==> src/rtl/rolled_copy_pkg.sv <==
// Shared types and sizing helpers for the rolled word copier.
package rolled_copy_pkg;

  localparam int unsigned DEFAULT_W     = 256;
  localparam int unsigned DEFAULT_CHUNK = 8;

  typedef enum logic [1:0] {
    IDLE = 2'd0,
    COPY = 2'd1,
    DONE = 2'd2
  } state_e;

  function automatic int unsigned num_chunks(input int unsigned w, input int unsigned chunk);
    return (chunk == 0) ? 0 : w / chunk;
  endfunction

  function automatic int unsigned idx_width(input int unsigned n);
    return (n > 1) ? $clog2(n) : 1;
  endfunction

endpackage

==> src/rtl/rolled_copy_if.sv <==
// Source/sink handshake bundle for the rolled word copier.
interface rolled_copy_if
  import rolled_copy_pkg::*;
#(
  parameter int unsigned W = DEFAULT_W
);

  logic         in_valid;
  logic         in_ready;
  logic [W-1:0] a;
  logic [W-1:0] s;
  logic         out_valid;
  logic         out_ready;
  logic         busy;

  modport master (
    output in_valid, a, out_ready,
    input  in_ready, s, out_valid, busy
  );

  modport slave (
    input  in_valid, a, out_ready,
    output in_ready, s, out_valid, busy
  );

endinterface

==> src/rtl/rolled_copy_chunk_counter.sv <==
// Chunk index for the rolled copy: clear, step, wrap at the last chunk.
module chunk_counter #(
  parameter int unsigned NUM = 32,
  parameter int unsigned IW  = 5
) (
  input  logic          clk,
  input  logic          rst,
  input  logic          clr_i,
  input  logic          en_i,
  output logic [IW-1:0] idx_o,
  output logic          tc_c
);

  localparam logic [IW-1:0] LAST = IW'(NUM - 1);

  logic [IW-1:0] idx_q;
  logic [IW-1:0] idx_d;

  assign tc_c  = (idx_q == LAST);
  assign idx_o = idx_q;

  // Wrap on terminal count so the index never leaves 0..NUM-1.
  always_comb begin
    idx_d = idx_q;
    if (clr_i) begin
      idx_d = '0;
    end else if (en_i) begin
      idx_d = tc_c ? '0 : idx_q + IW'(1);
    end
  end

  always_ff @(posedge clk) begin
    if (rst) begin
      idx_q <= '0;
    end else begin
      idx_q <= idx_d;
    end
  end

endmodule

==> src/rtl/rolled_copy.sv <==
// Rolled bit copy: captures a word, then moves one CHUNK-bit slice per cycle into s.
module rolled_copy
  import rolled_copy_pkg::*;
#(
  parameter int unsigned W     = DEFAULT_W,
  parameter int unsigned CHUNK = DEFAULT_CHUNK
) (
  input logic          clk,
  input logic          rst,
  rolled_copy_if.slave bus
);

  localparam int unsigned N  = num_chunks(W, CHUNK);
  localparam int unsigned IW = idx_width(N);

  if (CHUNK == 0 || W == 0 || (W % CHUNK) != 0) begin : g_bad_width
    $error("rolled_copy: W must be a positive multiple of CHUNK");
  end

  state_e state_q;
  state_e state_d;

  logic in_ready_q, in_ready_d;
  logic out_valid_q, out_valid_d;
  logic busy_q, busy_d;

  logic [N-1:0][CHUNK-1:0] shadow_q;
  logic [N-1:0][CHUNK-1:0] s_q;

  logic          accept_c;
  logic          copy_c;
  logic          tc_c;
  logic [IW-1:0] idx;

  assign accept_c = (state_q == IDLE) && bus.in_valid;
  assign copy_c   = (state_q == COPY);

  chunk_counter #(
    .NUM (N),
    .IW  (IW)
  ) u_chunk_counter (
    .clk   (clk),
    .rst   (rst),
    .clr_i (accept_c),
    .en_i  (copy_c),
    .idx_o (idx),
    .tc_c  (tc_c)
  );

  always_ff @(posedge clk) begin
    if (rst) begin
      state_q <= IDLE;
    end else begin
      state_q <= state_d;
    end
  end

  always_comb begin
    state_d = state_q;
    case (state_q)
      IDLE:    if (bus.in_valid)  state_d = COPY;
      COPY:    if (tc_c)          state_d = DONE;
      DONE:    if (bus.out_ready) state_d = IDLE;
      default:                    state_d = IDLE;
    endcase
  end

  // Flags are decoded from the next state so they line up with state_q.
  always_comb begin
    in_ready_d  = 1'b0;
    out_valid_d = 1'b0;
    busy_d      = 1'b0;
    case (state_d)
      IDLE:    in_ready_d  = 1'b1;
      COPY:    busy_d      = 1'b1;
      DONE:    out_valid_d = 1'b1;
      default: in_ready_d  = 1'b0;
    endcase
  end

  always_ff @(posedge clk) begin
    if (rst) begin
      in_ready_q  <= 1'b1;
      out_valid_q <= 1'b0;
      busy_q      <= 1'b0;
    end else begin
      in_ready_q  <= in_ready_d;
      out_valid_q <= out_valid_d;
      busy_q      <= busy_d;
    end
  end

  // Unwritten slices of s keep their old contents until their turn comes.
  always_ff @(posedge clk) begin
    if (rst) begin
      shadow_q <= '0;
      s_q      <= '0;
    end else begin
      if (accept_c) begin
        shadow_q <= bus.a;
      end
      if (copy_c) begin
        s_q[idx] <= shadow_q[idx];
      end
    end
  end

  assign bus.in_ready  = in_ready_q;
  assign bus.out_valid = out_valid_q;
  assign bus.busy      = busy_q;
  assign bus.s         = s_q;

endmodule

==> src/flat_wrapper.sv <==
// flat-port wrapper written by rule: the top's interface ports become plain ports
module rolled_copy_flat import rolled_copy_pkg::*;
#(
  parameter int unsigned W     = DEFAULT_W,
  parameter int unsigned CHUNK = DEFAULT_CHUNK
)
  (clk, rst, bus_in_valid, bus_a, bus_out_ready, bus_in_ready, bus_s, bus_out_valid, bus_busy);
  rolled_copy_if #(.W(W)) bus_i ();
  input logic clk;
  input logic rst;
  input wire logic [$bits(bus_i.in_valid)-1:0] bus_in_valid;
  input wire logic [$bits(bus_i.a)-1:0] bus_a;
  input wire logic [$bits(bus_i.out_ready)-1:0] bus_out_ready;
  output wire logic [$bits(bus_i.in_ready)-1:0] bus_in_ready;
  output wire logic [$bits(bus_i.s)-1:0] bus_s;
  output wire logic [$bits(bus_i.out_valid)-1:0] bus_out_valid;
  output wire logic [$bits(bus_i.busy)-1:0] bus_busy;
  assign bus_i.in_valid = bus_in_valid;
  assign bus_i.a = bus_a;
  assign bus_i.out_ready = bus_out_ready;
  assign bus_in_ready = bus_i.in_ready;
  assign bus_s = bus_i.s;
  assign bus_out_valid = bus_i.out_valid;
  assign bus_busy = bus_i.busy;
  rolled_copy #(.W(W), .CHUNK(CHUNK)) u_core (.clk(clk), .rst(rst), .bus(bus_i));
endmodule
==> config.mk <==
export PLATFORM = sky130hd
export DESIGN_NAME = rolled_copy_flat
export DESIGN_NICKNAME = d
export VERILOG_FILES = /design/src/rtl/rolled_copy_pkg.sv /design/src/rtl/rolled_copy_if.sv /design/src/rtl/rolled_copy_chunk_counter.sv /design/src/rtl/rolled_copy.sv /design/src/flat_wrapper.sv
export SDC_FILE = /design/constraint.sdc
export NUM_CORES = 1
export LEC_CHECK = 0
export CORE_AREA = 2 2 257 259
export DETAILED_ROUTE_END_ITERATION = 8
export DIE_AREA = 0 0 259 261
export GPL_TIMING_DRIVEN = 0
export SYNTH_ARGS = -nofsm -noshare
export SYNTH_HDL_FRONTEND = slang
export SYNTH_SLANG_ARGS = --single-unit
==> constraint.sdc <==
create_clock -name clk -period 2.95 [get_ports clk]
set_input_delay 0.4425 -clock clk [delete_from_list [all_inputs] [get_ports clk]]
set_output_delay 0.4425 -clock clk [all_outputs]
set_load 0.05 [all_outputs]
==> impl_metrics.csv <==
group,metric,value,unit
floorplanning,initial_core_util,0.346,
global_route,grt_pass1_wl,132000,µm
sta,finClkSkew,26.0,ps
placement,place.gp.congestion,0.944,
placement,dpl_cell_area,28700,µm²
critical_path,crit_required,3450,ps
floorplanning,ios,519,
clock_network,clock_sinks,522,
critical_path,worst-r2r-setup-slack,60,ps
critical_path,rr_endpoint,"u_core.bus.s[77]",
logic_synthesis,synth.avg_cell_area,9.60,µm²
floorplanning,coreArea,65000,µm²
drt,wl_per_cell,24.0,µm
logic_synthesis,synth_nets,2607,
global_route,grt_pass1_vias,20300,
critical_path,worstPathArrival,3390,ps
critical_path,cp_cell_sequence,"clkbuf_2 -> buf_6 -> buf_2 -> inv_1 -> ha_1 -> nand4b_2 -> nor2_1 -> buf_4 -> nor2_1 -> a311oi_2",
cells_and_area,layout-drive-gt1-share,0.183,
critical_path,slowest_stage,"nor2_1",
drt,drc,0,
clock_network,cts_hold_buf,0,
power_and_ir_drop,seqPwrFrac,0.448,
hold_path,hold_end,"u_core.shadow_q[196]",
drt,dr.pass1.iters,5,
global_route,grt_max_degree,14,
logic_synthesis,ys_types,43,
clock_network,cts_tree,"yes",
placement,dp_cells,3723,
logic_synthesis,ys_ff_latch,522,
logic_synthesis,seq_area_frac_synth,0.465,
critical_path,crit_path_end_kind,"flip-flop",
floorplanning,rows,94,
logic_synthesis,syn_area,22500,µm²
placement,io_buffers,517,
critical_path,critical_path.max_fanout,10,
clock_network,clockBufferDepth,3,
power_and_ir_drop,switchingPower,4.13,mW
sta,period_needed,2890,ps
clock_network,clkTransAtPathRegs,60,ps
logic_synthesis,yosys_warnings,0,
clock_network,h-tree-depth,2,
critical_path,worstSetupPathType,"reg2reg",
run,maxCapViolCount,0,
sta,hold_violations,0,
sta,tns,0,ps
sta,drv_slew,0,
clock_network,clock_latency,610,ps
sta,slew_headroom,0.417,
sta,grt_setup_unrepaired,"yes",
cells_and_area,layout.nets,3206,
drt,wl,92200,µm
clock_network,cts_root_buffer,"clkbuf_16",
floorplanning,die_w,259,µm
global_route,grtUsageTotal,0.262,
hold_path,hold_depth,3,
power_and_ir_drop,pwr-share-comb,0.107,
logic_synthesis,synth_top_flop_cell,"dfxtp_1",
critical_path,path_delay_family,"buffers and inverters",
power_and_ir_drop,switching_share,0.249,
sta,setup_violations,0,
drt,route.vias.total,20500,
critical_path,path_common_cell,"nor2_1",
floorplanning,die-area,67600,µm²
global_route,overflow,0,
drt,vias_per_cell,5.32,
cells_and_area,area_growth,38.5,%
logic_synthesis,netlist_instances,2342,
critical_path,r2r_start,"u_core.u_chunk_counter.idx_o[1]",
critical_path,ff2ff_path_depth,10,
floorplanning,die_h,261,µm
sta,fmax,346,MHz
critical_path,slowest_delay,540,ps
power_and_ir_drop,clkPwrFrac,0.445,
critical_path,crit_start,"u_core.u_chunk_counter.idx_o[1]",
cells_and_area,final_cells,3848,
drt,ant_nets,0,
drt,drt_iter0_markers,1405,
global_route,antenna_found_initial,1,
power_and_ir_drop,internal-power,12.4,mW
critical_path,cp.buffers_inverters,5,
hold_path,hold_class,"in2reg",
power_and_ir_drop,peakVddDrop,382,µV
sta,post-route-period-util,0.979,
hold_path,hp-start,"bus_a[196]",
cells_and_area,finalInstanceArea,31100,µm²
power_and_ir_drop,p_per_area,531,nW/µm²
logic_synthesis,synth_async_sr_flop_share,0,
placement,hpwl,71300,µm
clock_network,cts_made_buffers,55,
sta,max_slew.worst_pin.slew,875,ps
cells_and_area,num_antenna_cells,0,
outcome,status,"finished clean",
critical_path,start_kind,"flip-flop",
power_and_ir_drop,p_leak,10.1,nW
logic_synthesis,synth-edff-count,0,
## logic make-up after synthesis
logic type,Yosys count,synth area share
AND/OR/NAND/NOR,864,0.164
adder cells (fa/ha/maj),5,0.00278
multiplexers,129,0.0574
flip-flops,522,0.465
AO/OA/AOI/OAI,586,0.249
buffers and inverters,236,0.0624
## synthesized netlist by cell type, types with 2 or more instances
library cell / number / area, µm²
o21ai_0: 2 / 10.0
buf_4: 31 / 233
nor2_1: 293 / 1100
or4b_1: 3 / 30.0
clkbuf_4: 6 / 45.0
buf_1: 7 / 26.3
inv_1: 2 / 7.51
a21oi_1: 261 / 1310
clkbuf_2: 3 / 15.0
nand2_1: 514 / 1930
buf_2: 54 / 270
dfxtp_1: 522 / 10500
buf_6: 41 / 462
nor3_1: 5 / 25.0
o22ai_2: 17 / 213
nand4b_1: 2 / 17.5
nand4b_2: 5 / 75.1
o22ai_1: 47 / 294
a311oi_1: 16 / 140
ha_1: 5 / 62.6
nand4bb_1: 9 / 101
clkbuf_1: 92 / 345
a311oi_2: 240 / 3600
mux2i_1: 129 / 1290
nand2b_1: 4 / 25.0
nor4_4: 6 / 128
nor4_2: 10 / 125
## layout by cell type (no fill, tap or decap), drive strengths merged, types with 2 or more instances in the layout
cell type,count
nand2,514
dfxtp,522
nand4b,8
mux2i,129
clkbuf,184
ha,5
clkdlybuf4s50,517
o22ai,64
a21oi,261
a311oi,256
bufinv,7
nor3,5
buf,158
clkinv,8
nand2b,4
inv,3
nor2,294
nand4bb,10
or4b,4
nor4,16
o21ai,2
## worst max path at each step
stage,end,slack (ps),cells after the start
after global placement,u_core.bus.s[111],-560,7
after CTS,u_core.bus.s[175],6,7
after global routing,u_core.bus.s[78],-110,10
after floorplan,u_core.bus.s[37],750,10
final,u_core.bus.s[77],60,10
after detailed placement,u_core.bus.s[207],-610,7
## metrics by stage
| stage | util | worst slack, ps | total power [mW] | hold slack, ps |
|---|---|---|---|---|
| floorplan | - | 746 | 8.42 | 436 |
| detailed placement | 0.442 | -607 | 9.28 | 446 |
| global placement | 0.442 | -563 | 9.25 | 442 |
| global route | 0.479 | -105 | 17.1 | 381 |
| CTS | 0.476 | 5.98 | 16.6 | 361 |
| finish | 0.479 | 62.4 | 16.6 | 387 |
## power groups by stage
stage,clock network [mW],registers (mW),logic [mW]
global placement,0,7.56,1.69
detailed placement,0,7.57,1.71
global route,7.74,7.44,1.88
floorplan,0,7.58,0.845
CTS,7.45,7.41,1.74
finish,7.37,7.42,1.77
## worst min-delay path: cells and delay by family
kind	cells	cell delay (ps)
AO/OA/AOI/OAI	1	50
buffers and inverters	1	390
AND/OR/NAND/NOR	1	50
## area by class of cell
class | instances | area, µm²
multi-input combinational | 1584 | 10800
clock inverter | 17 | 270
tap | 864 | 1080
timing repair buffer | 542 | 5510
clock buffer | 83 | 1640
sequential | 522 | 10500
fill | 6029 | 33900
buffer | 234 | 1400
inverter | 2 | 7.51
## sequential cells by signal, summed over array words and instances (netlist names)
register and cells:
u_core.u_chunk_counter.idx_o 5, u_core.state_q 2, u_core.bus.out_valid 1, u_core.shadow_q 256, u_core.bus.in_ready 1, u_core.bus.s 256
u_core.bus.busy 1
## routing by layer
layer  track usage  vias up  part of all wire
met2         0.465      851              0.49
met1         0.313     9890              0.40
met4         0.111        2             0.043
li1              -     9528                 -
met5             0        -          0.000087
met3        0.0437      186             0.061
## repair_timing
| action | CTS | global route |
|---|---|---|
| pin swaps | 11 | 7 |
| resized for setup | 16 | 13 |
| setup buffers | 16 | 9 |
| endpoints found under the setup margin | 254 | 192 |
(Power assumes the default switching activity.)
==> RTL edit 1: new RTL, same settings <==
Change the package constant `DEFAULT_CHUNK` from 8 to 16.
--- a/src/rtl/rolled_copy_pkg.sv
+++ b/src/rtl/rolled_copy_pkg.sv
@@ -2,7 +2,7 @@
 package rolled_copy_pkg;
 
   localparam int unsigned DEFAULT_W     = 256;
-  localparam int unsigned DEFAULT_CHUNK = 8;
+  localparam int unsigned DEFAULT_CHUNK = 16;
 
   typedef enum logic [1:0] {
     IDLE = 2'd0,
Formal check against the unedited RTL: not equivalent (a bounded check fails within 4 cycles, from zero or initial values and one cycle with rst high).
==> RTL edit 1 against the unedited design <==
Sequential share of layout area rose by 5.2 points; largest power group is now the clock network; largest cell class is now sequential cells; area after synthesis is 17% lower; setup slack worse by 0.045 ns; design area shrank 14%; sequential cell count decreased by 1; power fell by 1.3%; synthesized cell count fell by 22%; routed wire length is 21% lower.
==> RTL edit 1: results (changes against the unedited design) <==
The number of clock buffers inserted by TritonCTS is 57 (+3.6%). The static leakage is 9.86 nW (-2.5%). The number of register bits inferred by synthesis was 521 (-0.19%). The number of antenna violations at the first check in global routing was 2 (+1). The met3 routed wirelength is 5130 µm (-9.4%). The met3 capacity usage during global routing is 0.0478 (+0.00407). The worst register-to-register path begins at u_core.u_chunk_counter.idx_o[0]$_SDFFE_PP0P_. The proportion of final cell area spent on non-clock buffers came out at 0.218 (-0.00372). The antenna diode instance count is 1 (+1). The start point of the worst min-delay path is bus_a[245]. The met1 layer usage reported by global route came out at 0.260 (-0.0535).

The relative area of clock buffers and inverters in the final design is 0.0740 (+0.0126). The transition time of the tightest slew-check pin came to 0.825 ns (-0.0499 ns). The amount of wire on met2 after detailed routing was 35100 µm (-23%). The HPWL after detailed placement is 56400 µm (-21%).

The total power is 16.3 mW (-1.3%). The share of the yosys chip area belonging to registers was 0.562 (+0.0972). Yosys attributes the largest share of cell area to sky130_fd_sc_hd__dfxtp_1 (56%), sky130_fd_sc_hd__a22o_1 (12%), sky130_fd_sc_hd__nand2_1 (10%). The final net count came to 2672 (-17%).

The run finished with clean final reports. The delay of the slowest cell on the worst path is 0.71 ns (+0.17 ns). The number of multi-input combinational cells was 1164 (-27%). By count the netlist is led by sky130_fd_sc_hd__dfxtp_1 (521), sky130_fd_sc_hd__nand2_1 (514), sky130_fd_sc_hd__a21oi_1 (258). The final cell utilization of the core is 0.413 (-0.0654).

The worst setup skew after layout is 0.0238 ns (-0.00213 ns). The number of vias after detailed routing came out at 16400 (-20%). The clock group total power is 7.51 mW (+2%).

The worst IR drop on VDD came out at 437 µV (+14%). The first-pass GRT wire length was 105000 µm (-20%). The clock buffer count in the final layout came out at 84 (+1.2%).

The kind of cell adding the most delay to the critical path is simple AND/OR/NAND/NOR gates. The count of port buffers added during placement came to 518 (+0.19%). The combined area of the multi-input logic cells is 7510 µm² (-30%). The total detailed-routing wirelength is 73200 µm (-21%). The worst endpoint data arrival time is 3.49 ns (+0.10 ns). The switching power came out at 3.92 mW (-5.0%). The total cell area at the placement stage is 24800 µm² (-14%). The number of nets produced by synthesis is 2093 (-20%). The count of filler cells inserted in the layout is 6273 (+4.0%). The highest metal layer carrying signal wires in the routed design is met4. The global-route usage over all layers came out at 0.207 (-0.0549). The number of non-clock buffers in the layout came out at 662 (-15%). The routability-driven placement congestion ratio is 0.894 (-5.4%).

The share of final-layout standard cells stronger than drive strength 1 is 0.111 (-0.0713). The fraction of met2 tracks used by global routing came out at 0.352 (-0.113). The number of placed instances with taps included is 3211 (-14%). The maximum number of pins on one net before global-route repair came to 15 (+1).
-- RTL edit 1: cell types whose count changed after synthesis, sizes merged, moves of 44 or more --
cell	unedited run	this run
clkbuf	101	53
a22o	0	256
nor2	294	17
mux4	0	64
o22ai	64	0
buf	133	89
mux2i	129	1
a311oi	256	0
-- RTL edit 1: kinds of logic after synthesis --
group,share of synthesized area
AND/OR/NAND/NOR,0.120
AO/OA/AOI/OAI,0.201
flip-flops,0.562
multiplexers,0.0782
XOR/XNOR,0.000472
adder cells (fa/ha/maj),0.00270
buffers and inverters,0.0362
-- RTL edit 1: worst paths after layout --
check,endpoint,slack (ns),cells after the start
setup / recovery,u_core.bus.s[204]$_SDFFE_PP0P_,0.02,8
hold / removal,u_core.shadow_q[245]$_SDFFE_PP0P_,0.38,3
setup reg to reg,u_core.bus.s[204]$_SDFFE_PP0P_,0.02,8
hold reg to reg,u_core.shadow_q[122]$_SDFFE_PP0P_,0.45,2
==> RTL edit 2: new RTL, config.mk and constraints unchanged <==
Made on the original files. Encoding of `state_e`: now one-hot (3 bits for 3 states).
--- a/src/rtl/rolled_copy_pkg.sv
+++ b/src/rtl/rolled_copy_pkg.sv
@@ -4,10 +4,10 @@
   localparam int unsigned DEFAULT_W     = 256;
   localparam int unsigned DEFAULT_CHUNK = 8;
 
-  typedef enum logic [1:0] {
-    IDLE = 2'd0,
-    COPY = 2'd1,
-    DONE = 2'd2
+  typedef enum logic [2:0] {
+    IDLE = 3'b001,
+    COPY = 3'b010,
+    DONE = 3'b100
   } state_e;
 
   function automatic int unsigned num_chunks(input int unsigned w, input int unsigned chunk);
Behaviour: no difference found for any inputs over 4 cycles, from zero or initial values and one cycle with rst high; so few cycles prove little.
==> RTL edit 2 against the unedited design <==
Area after synthesis fell by 3.5%; synthesized cell count increased by 0.34%; design area is 3.1% lower; sequential cell count rose by 1; clock power grew 2%; setup slack got worse by 0.042 ns; routed wire length barely moved; die area is the same; power is 0.36% lower; highest routed layer is now met4.
==> RTL edit 2: results (changes against the unedited design) <==
The routed wire length per instance is 24.0 µm (+0.13%). The static leakage is 9.74 nW (-3.6%). The number of vias after detailed routing is 20500 (+0.37%). The worst setup skew after layout is 0.0206 ns (-0.00535 ns).

The min-delay analysis places its worst path in the category input port to register. The share of final-layout standard cells stronger than drive strength 1 came out at 0.136 (-0.0471). The number of synthesis warnings was 0 (unchanged). The post-synthesis instance total came out at 2350 (+0.34%). The maximum number of pins on one net before global-route repair came out at 15 (+1). The routability-driven placement congestion ratio was 0.929 (-1.6%). In the synthesized netlist, the cells that appear most often are sky130_fd_sc_hd__dfxtp_1 (523), sky130_fd_sc_hd__nand2_1 (513), sky130_fd_sc_hd__nor2_1 (273). The HPWL after detailed placement is 71000 µm (-0.41%). The first-pass GRT wire length is 132000 µm (about the same). The final net count came out at 3200 (-0.19%). The number of placed instances with taps included is 3731 (+0.21%). The clock latency on the worst-skew pair is 0.61 ns (about the same). Sorting the synthesized cells by area gives the leading types as sky130_fd_sc_hd__dfxtp_1 (48%), sky130_fd_sc_hd__nand2_1 (8.9%), sky130_fd_sc_hd__a311oi_2 (8.8%). The worst IR drop on VDD is 424 µV (+11%). The total number of H-tree levels was 2 (unchanged).

The proportion of synthesized flip-flops having asynchronous set or reset is 0 (unchanged). The share of the yosys chip area belonging to registers is 0.483 (+0.0180). The count of filler cells inserted in the layout is 6144 (+1.9%). The number of nets produced by synthesis was 2615 (+0.31%). The global-route usage over all layers came to 0.260 (-0.00171). The count of different cell masters after synthesis is 44 (+2.3%). The violation count after the first detailed-routing iteration came out at 1832 (+30%). The remaining max-slew budget at the tightest pin came out at 0.353 (-0.0630).

The count of port buffers added during placement is 517 (unchanged). The met1 layer usage reported by global route came out at 0.322 (+0.00894). The number of clock buffers inserted by TritonCTS is 55 (unchanged). The met3 capacity usage during global routing was 0.0405 (-0.00329). The delay of the slowest cell on the worst path is 0.53 ns. The first-pass iteration count of the detailed router is 6 (+1). The cell with the biggest individual delay on the critical path is sky130_fd_sc_hd__nor4_4. The largest fanout on the critical path is 10 (unchanged). The share of total power in combinational logic came out at 0.095 (-0.012).

The number of antenna violations at the first check in global routing came to 1 (unchanged). The number of buffers on the longest clock path was 3 (unchanged). The run finished with clean final reports. The internal portion of total power is 12.4 mW (-0.51%). The total detailed-routing wirelength came out at 92300 µm (about the same).

The clock-pin slew reported for the worst setup and hold paths after clock tree synthesis came out at 0.07 ns. The via count of the first global-routing pass is 20200 (-0.12%). The fraction of met2 tracks used by global routing is 0.465 (about the same). In this run the clock root is driven by a sky130_fd_sc_hd__clkbuf_16.
## RTL edit 2: area by class of cell
cell class                      instances  area [µm²]  area share
Sequential cell                       523       10500       0.347
Clock buffer                           74        1600      0.0530
Antenna cell                            1        2.50   0.0000829
Clock inverter                         29         360      0.0119
Buffer                                238        1320      0.0438
Multi-Input combinational cell       1587       10000       0.332
Tap cell                              864        1080      0.0358
Timing Repair Buffer                  528        5320       0.176
Inverter                                2        7.51    0.000249
## RTL edit 2: power groups by stage
stage / Combinational (mW) / Sequential [mW] / Clock (mW)
floorplan: 0.755 / 7.56 / 0
global placement: 1.53 / 7.58 / 0
detailed placement: 1.54 / 7.59 / 0
CTS: 1.56 / 7.43 / 7.55
global route: 1.68 / 7.45 / 7.82
finish: 1.57 / 7.43 / 7.49
## RTL edit 2: kinds of logic (layout without fill, tap and decap cells)
kind of cell             count (synthesis)  after routing  share of synthesized area
flip-flops                             523            523                      0.483
AND/OR/NAND/NOR                        864            864                      0.171
AO/OA/AOI/OAI                          589            589                      0.223
multiplexers                           129            129                     0.0595
adder cells (fa/ha/maj)                  5              5                    0.00288
buffers and inverters                  240            871                     0.0610
other                                    0              1                          0
## RTL edit 2: what timing repair did
| action | CTS | global route |
|---|---|---|
| gates resized for setup | 15 | 4 |
| endpoints found under the setup margin | 251 | 68 |
| hold buffers | 0 | 0 |
| pin swaps | 7 | 3 |
| setup buffers | 8 | 3 |
## RTL edit 2: critical path: cells and delay by family (launching register included)
family / cells / cell delay [ns]
AO/OA/AOI/OAI: 2 / 0.28
multiplexers: 1 / 0.44
AND/OR/NAND/NOR: 1 / 0.53
flip-flops: 1 / 0.38
buffers and inverters: 4 / 1.13
## RTL edit 2: stage by stage
step	power, mW	cell area (µm²)	setup slack, ns
after CTS	16.5	30100	0.0143
after global routing	17.0	30200	0.00474
after detailed placement	9.13	27900	-0.604
final	16.5	30200	0.0200
after floorplan	8.31	21700	0.797
after global placement	9.11	27900	-0.550
## RTL edit 2: worst paths after layout
| check | startpoint | end | slack, ns | depth (start not counted) |
|---|---|---|---|---|
| max | u_core.u_chunk_counter.idx_o[1]$_SDFFE_PP0P_ | u_core.bus.s[66]$_SDFFE_PP0P_ | 0.02 | 8 |
| min reg2reg | u_core.shadow_q[55]$_SDFFE_PP0P_ | u_core.shadow_q[55]$_SDFFE_PP0P_ | 0.45 | 2 |
| min | bus_a[9] | u_core.shadow_q[9]$_SDFFE_PP0P_ | 0.39 | 3 |
| max reg2reg | u_core.u_chunk_counter.idx_o[1]$_SDFFE_PP0P_ | u_core.bus.s[66]$_SDFFE_PP0P_ | 0.02 | 8 |
## RTL edit 2: per-layer routing
layer | wire length (µm) | vias to the layer above
li1 | - | 9532
met2 | 45700 | 922
met4 | 2770 | 0
met3 | 6310 | 160
met1 | 37500 | 9918
met5 | 0 | -
